===== config.mk =====
export PLATFORM = sky130hd
export DESIGN_NAME = dt_res_arbiter
export DESIGN_NICKNAME = d
export VERILOG_FILES = /design/src/rtl/dt_res_arbiter.sv
export SDC_FILE = /design/constraint.sdc
export NUM_CORES = 1
export LEC_CHECK = 0
export ABC_CLOCK_PERIOD_IN_PS = 2600
export CAP_MARGIN = 0
export CORE_MARGIN = 1
export CORE_UTILIZATION = 30
export DETAILED_ROUTE_END_ITERATION = 12
export REMOVE_ABC_BUFFERS = 1
export SLEW_MARGIN = 25
export SYNTH_ARGS = -nofsm -noshare
export SYNTH_HDL_FRONTEND = slang
export SYNTH_SLANG_ARGS = --single-unit

===== constraint.sdc =====
create_clock -name clk -period 2.6 [get_ports clk]
set_input_delay 0.52 -clock clk [delete_from_list [all_inputs] [get_ports clk]]
set_output_delay 0.52 -clock clk [all_outputs]
set_load 0.05 [all_outputs]

===== src/rtl/dt_res_arbiter.sv =====
// rtl/dt_res_arbiter.sv - two-port round-robin arbiter for the single-port result memory
//
// Shares the 2**AW x DW result memory between port 0 (distance-transform engine) and
// port 1 (host load/readout). One command per cycle, issued the cycle after the request
// is sampled; read data returns on the issuing port two cycles after the request edge.
// A port may lock the arbiter for read-modify-write; the other port is still served
// after MAX_HOLD consecutive locked grants while it waits.
//
// Configuration macro: DT_ARB_FIXED_PRI_EN - port 0 always wins ties (no round-robin).
//
// Ports:
//   clk, reset               clock, asynchronous active-low reset
//   req/we/lock/addr/wdata   per-port request, direction, lock, address, write data
//   gnt0/gnt1                one-cycle grant pulse, command on res_* this cycle
//   rvalid0/1, rdata0/1      read return pulse and data (data held between returns)
//   res_rd/res_wr/res_addr/res_do/res_di   result memory bus
//   busy                     command or read return in flight
module dt_res_arbiter #(
    parameter int AW       = 14,
    parameter int DW       = 8,
    parameter int MAX_HOLD = 16
) (
    input  logic          clk,
    input  logic          reset,
    input  logic          req0,
    input  logic          req1,
    input  logic          we0,
    input  logic          we1,
    input  logic          lock0,
    input  logic          lock1,
    input  logic [AW-1:0] addr0,
    input  logic [AW-1:0] addr1,
    input  logic [DW-1:0] wdata0,
    input  logic [DW-1:0] wdata1,
    output logic          gnt0,
    output logic          gnt1,
    output logic          rvalid0,
    output logic          rvalid1,
    output logic [DW-1:0] rdata0,
    output logic [DW-1:0] rdata1,
    output logic          res_rd,
    output logic          res_wr,
    output logic [AW-1:0] res_addr,
    output logic [DW-1:0] res_do,
    input  logic [DW-1:0] res_di,
    output logic          busy
);

    localparam int CW = $clog2(MAX_HOLD + 1);

    typedef enum logic [1:0] {
        S_IDLE   = 2'd0,
        S_GRANT  = 2'd1,
        S_LOCKED = 2'd2
    } state_t;

    state_t        state_q, state_d;
    logic          lock_port_q, lock_port_d;
    logic [CW-1:0] hold_cnt_q, hold_cnt_d;
    logic          last_q;

    logic          gnt0_q, gnt1_q;
    logic          rd_q, wr_q;
    logic [AW-1:0] addr_q;
    logic [DW-1:0] do_q;
    logic          tag_q;
    logic          rvalid0_q, rvalid1_q;
    logic [DW-1:0] rdata0_q, rdata1_q;

    logic          locked;
    logic          req_l, req_o;
    logic          win_valid, win, tie_win;
    logic          win_we, win_lock, win_other_req;

    assign locked = (state_q == S_LOCKED);
    assign req_l  = lock_port_q ? req1 : req0;
    assign req_o  = lock_port_q ? req0 : req1;

`ifdef DT_ARB_FIXED_PRI_EN
    assign tie_win = 1'b0;
`else
    // The port that did not win last time takes the tie.
    assign tie_win = ~last_q;
`endif

    always_comb begin
        win_valid     = 1'b0;
        win           = 1'b0;
        state_d       = state_q;
        lock_port_d   = lock_port_q;
        hold_cnt_d    = hold_cnt_q;

        if (locked && req_l) begin
            win_valid = 1'b1;
            // Starvation guard: hand one grant to the waiting port, lock stays.
            if (req_o && (hold_cnt_q >= CW'(MAX_HOLD))) begin
                win = ~lock_port_q;
            end else begin
                win = lock_port_q;
            end
        end else if (req0 || req1) begin
            win_valid = 1'b1;
            win       = (req0 && req1) ? tie_win : req1;
        end

        win_we        = win ? we1 : we0;
        win_lock      = win ? lock1 : lock0;
        win_other_req = win ? req0 : req1;

        if (!win_valid) begin
            state_d = locked ? S_LOCKED : S_IDLE;
        end else if (locked && (win != lock_port_q) && req_l) begin
            // Forced grant to the other port: keep the lock, restart the hold count.
            state_d    = S_LOCKED;
            hold_cnt_d = '0;
        end else if (win_lock) begin
            // Grant to the (new or continuing) lock owner; count only contested grants.
            state_d     = S_LOCKED;
            lock_port_d = win;
            hold_cnt_d  = ((locked && (win == lock_port_q)) ? hold_cnt_q : CW'(0))
                          + (win_other_req ? CW'(1) : CW'(0));
        end else begin
            // lockN low on a grant, or the lock owner went idle: lock released.
            state_d    = S_GRANT;
            hold_cnt_d = '0;
        end
    end

    always_ff @(posedge clk or negedge reset) begin
        if (!reset) begin
            state_q     <= S_IDLE;
            lock_port_q <= 1'b0;
            hold_cnt_q  <= '0;
            last_q      <= 1'b1;
            gnt0_q      <= 1'b0;
            gnt1_q      <= 1'b0;
            rd_q        <= 1'b0;
            wr_q        <= 1'b0;
            addr_q      <= '0;
            do_q        <= '0;
            tag_q       <= 1'b0;
            rvalid0_q   <= 1'b0;
            rvalid1_q   <= 1'b0;
            rdata0_q    <= '0;
            rdata1_q    <= '0;
        end else begin
            state_q     <= state_d;
            lock_port_q <= lock_port_d;
            hold_cnt_q  <= hold_cnt_d;
            gnt0_q      <= win_valid && !win;
            gnt1_q      <= win_valid && win;
            rd_q        <= win_valid && !win_we;
            wr_q        <= win_valid && win_we;
            if (win_valid) begin
                last_q <= win;
                tag_q  <= win;
                addr_q <= win ? addr1 : addr0;
                if (win_we) begin
                    do_q <= win ? wdata1 : wdata0;
                end
            end
            // Memory answers the cycle after res_rd; the tag steers it to one port only.
            rvalid0_q <= rd_q && !tag_q;
            rvalid1_q <= rd_q && tag_q;
            if (rvalid0_q) begin
                rdata0_q <= res_di;
            end
            if (rvalid1_q) begin
                rdata1_q <= res_di;
            end
        end
    end

    assign gnt0     = gnt0_q;
    assign gnt1     = gnt1_q;
    assign res_rd   = rd_q;
    assign res_wr   = wr_q;
    assign res_addr = addr_q;
    assign res_do   = do_q;
    assign rvalid0  = rvalid0_q;
    assign rvalid1  = rvalid1_q;
    // res_di is only valid during the return cycle, so pass it through then and hold after.
    assign rdata0   = rvalid0_q ? res_di : rdata0_q;
    assign rdata1   = rvalid1_q ? res_di : rdata1_q;
    assign busy     = rd_q || wr_q || rvalid0_q || rvalid1_q;

endmodule

==> metrics.md, run 1 <==
| Metric | Value |
|---|---|
| WP data arrival | between 1.5 and 2 ns |
| Clock share of power | 18.9% |
| Die height | a little over 90 µm |
| Deepest clock path buffer count | 2 |
| Syn Area/Cell | roughly 12 µm² |
| Post-Synth Simple-Gate Area | around 10% |
| Worst-path fanout max | 2 |
| Total power per unit cell area | 807.2 nW/µm² |
| Gate Count Post-Synth | just under 200 |
| Core Box Area | 7727 µm² |
| Area grow syn2layout | 53.38% |
| Skew-Pair Late Insertion Delay | ~0.30 ns |
| CP Launch Type | flip-flop |
| Critical-path cell list | or4_1, clkdlybuf4s50_1 |
| Total wire length | between 5000 and 6000 µm |
| Final period util | 93.57% |
| Final ANT Viol Nets | 0 |
| Crit path capture type | output pin |
| DRC | 0 |
| Via count | between 1500 and 2000 |
| Buf+Inv Stages, Crit Path | 1 |
| FF-to-FF End | res_do[5] |
| Worst hold-check path type | in2async |
| Num ports | roughly 110 |
| Max-slew violation count | 0 |
| Combinational power share | between 40 and 50% |
| DRT iter0 DRCs | 21 |
| FF-to-FF setup slack | approximately 0.66 ns |
| Net switching power | about 1200 µW |
| Peak supply drop | 0.2590 mV |
| H-tree depth | 2 |
| Reg area | approximately 1400 µm² |
| Slew HR | around three fifths |
| Worst reg2reg path depth | 5 |
| Status | complete, no violations |
| Worst r2r src | hold_cnt_q[4] |
| Cts repair resizes | 0 |
| CTS Hold Bufs | 0 |
| Slowest stage cell, crit path | clkdlybuf4s50_1 |
| Total Neg Setup Slack | 0 ns |
| Die Area | ~8300 µm² |
| Final hold vios | 0 |
| Switching share of power | around 39% |
| Adder-cell share of the synthesized area | 1.049% |
| First-pass DRT Iterations | 4 |
| Placed Instance Area | roughly 3500 µm² |
| Pin count of the biggest net entering global routing | 32 |
| RSZ-0062 raised after global routing | false |
| Setup violations, final | 0 |
| Fraction of layout cells with a size suffix above 1 | roughly 26% |
| DP HPWL | around 4000 µm |
| Critical path required time | about 2.1 ns |
| Initial Util | a little under a third |
| CTS buffer count | 5 |
| First-pass GRT wire length | between 9000 and 10000 µm |
| Num rows | 32 |
| Clk_skew | roughly 0.0034 ns |
| # port buffers | between 100 and 150 |
| CP Launch Point | rvalid0 |
| Number of global-route vias before repair | between 1500 and 2000 |
| CTS tree | built |
| Sequential-to-total area share from yosys stat | between 50% and 60% |
| Finished layout cell area | 3660 µm² |
| Distinct cells, synth | 35 |
| Tightest Pin Transition | between 0.5 and 0.6 ns |
| Via-to-Cell Ratio | around 4.5 |
| Die width | around 91 µm |
| Int Power | 1799 µW |
| CTS clock-pin slew for the worst setup and hold paths | 0.10 ns |
| Crit-path leading delay family | buffers and inverters |
| Overflow after GRT | 0 |
| Min Tclk post-route | 2.433 ns |
| Cell area after synthesis | 2386 µm² |
| CP peak stage delay | 0.72 ns |
| Max-cap viol count | 0 |
| Largest family of logic cells by synthesized area | multiplexers |
| # clock sinks | 54 |
| Multi-input logic area | ~950 µm² |
| Layout Nets | around 360 |
| Post-CTS Setup Inserts | 0 |
| Total track usage | 14.04% |
| WS Path Type | reg2out |
| Initial antenna violation count | 0 |
| Fillers | ~690 |
| Max frequency | just over 400 MHz |
| Routed WL per cell | around 14 µm |
| Leakage | around 0.0016 µW |
| GPL Wtd Cong | between 0.7 and 0.8 |
| Fraction of the mapped netlist area in compound gates | between 10% and 20% |
| ANT cells | 0 |
| Number of synthesized register bits | 54 |
| Root buf cell | clkbuf_8 |
| Multiplexer share of the synthesized area | between 15 and 20% |
| Sequential cell fraction of total power | between 30% and 40% |
| YS warnings | 0 |
| Post-synthesis xor/xnor area fraction | 0.3671% |
==> worst max-delay path by stage <==
stage / depth (start not counted) / endpoint
after CTS: 2 / busy
after global routing: 2 / busy
after global placement: 6 / res_do[3]
after detailed placement: 6 / res_do[7]
final: 2 / busy
after floorplan: 3 / res_do[0]
==> cells by family after synthesis <==
group | Yosys count
AOI/OAI and AO/OA | 34
xor gates and xnor gates | 1
adders and majority gates | 2
buffers and inverters | 15
DFF | 54
muxes | 35
and+or+nand+nor | 52
==> state kept, by name, indices dropped and copies added, names as in the netlist, 2 cells and up <==
name        cells
rdata0_q        8
res_addr       14
rdata1_q        8
res_do          8
hold_cnt_q      5
state_q         2
==> area by class of cell <==
type | instances | area share [%]
tap | 102 | 3.487
inverter | 4 | 0.4103
clock buffer | 6 | 1.983
sequential | 54 | 36.96
timing repair buffer | 113 | 30.09
clock inverter | 2 | 1.026
multi-input combinational | 124 | 26.05
==> synth_stat cells, drive strengths merged <==
master | n | area (µm²)
a21o | 2 | 15.01
nor2b | 2 | 12.51
xor2 | 1 | 8.760
o21a | 1 | 7.510
dfrtp | 53 | 1326
a31oi | 2 | 12.51
inv | 4 | 15.01
a311oi | 1 | 15.01
a31o | 3 | 26.28
a22oi | 14 | 105.1
nor2 | 7 | 41.29
o221a | 1 | 20.02
dfstp | 1 | 26.28
o21ai | 4 | 20.01
nand3 | 4 | 20.02
and2 | 4 | 25.02
buf | 7 | 52.54
clkbuf | 4 | 15.01
o211a | 1 | 10.01
nor3 | 1 | 5.000
a21oi | 2 | 10.01
ha | 2 | 25.02
or4 | 1 | 7.510
a22o | 2 | 17.52
nand2 | 31 | 116.4
mux2i | 2 | 27.53
and2b | 1 | 10.01
a32o | 1 | 10.01
nand3b | 1 | 7.510
mux2 | 33 | 375.4
==> placed cells by master, fill, tap and decap left out, types with 4 or more instances in the layout <==
master,Yosys,final
mux2_2,32,32
inv_1,4,4
nor2_1,5,4
buf_4,2,22
clkbuf_8,0,5
and2_1,4,4
nand2_1,31,31
clkdlybuf4s50_1,0,87
dfrtp_1,53,53
a22oi_1,14,14
nand3_1,4,4
==> power groups by stage <==
stage | logic, µW | registers (µW) | clock network (µW)
global route | 1390 | 1090 | 613
finish | 1330 | 1070 | 559
CTS | 1340 | 1070 | 588
global placement | 1330 | 1080 | 0
floorplan | 576 | 1340 | 0
detailed placement | 1340 | 1090 | 0
==> metal layers <==
| layer | up-vias | part of all wire [%] | global-route usage (%) |
|---|---|---|---|
| li1 | 893 | - | - |
| met1 | 874 | 45 | 18.33 |
| met2 | 66 | 47 | 22.47 |
| met3 | 2 | 7.6 | 4.606 |
| met4 | 0 | 0.51 | 3.571 |
| met5 | - | 0 | 0 |
==> metrics by stage <==
| stage | cells | hold WS, ns | utilization (%) | setup WS, ns | power, µW |
|---|---|---|---|---|---|
| finish | 405 | 0.2062 | 47.36 | 0.1671 | 2954 |
| global route | 405 | 0.2399 | 47.36 | 0.06601 | 3095 |
| detailed placement | 397 | 0.4511 | 45.94 | 0.09463 | 2425 |
| floorplan | 182 | 0.2244 | - | 0.4949 | 1919 |
| CTS | 405 | 0.2209 | 47.36 | 0.1272 | 3000 |
| global placement | 397 | 0.4324 | 45.94 | 0.1206 | 2416 |
No activity file was read; power rests on OpenSTA's default activity.
==> inputs of run 2 (changes only) <==
--- a/config.mk
+++ b/config.mk
@@ -7,7 +7,6 @@
 export LEC_CHECK = 0
 export ABC_CLOCK_PERIOD_IN_PS = 2600
 export CAP_MARGIN = 0
-export CORE_MARGIN = 1
 export CORE_UTILIZATION = 30
 export DETAILED_ROUTE_END_ITERATION = 12
 export REMOVE_ABC_BUFFERS = 1
==> results of run 2 <==
Same layout as run 1: the final DEF is identical, and so are final timing and power.
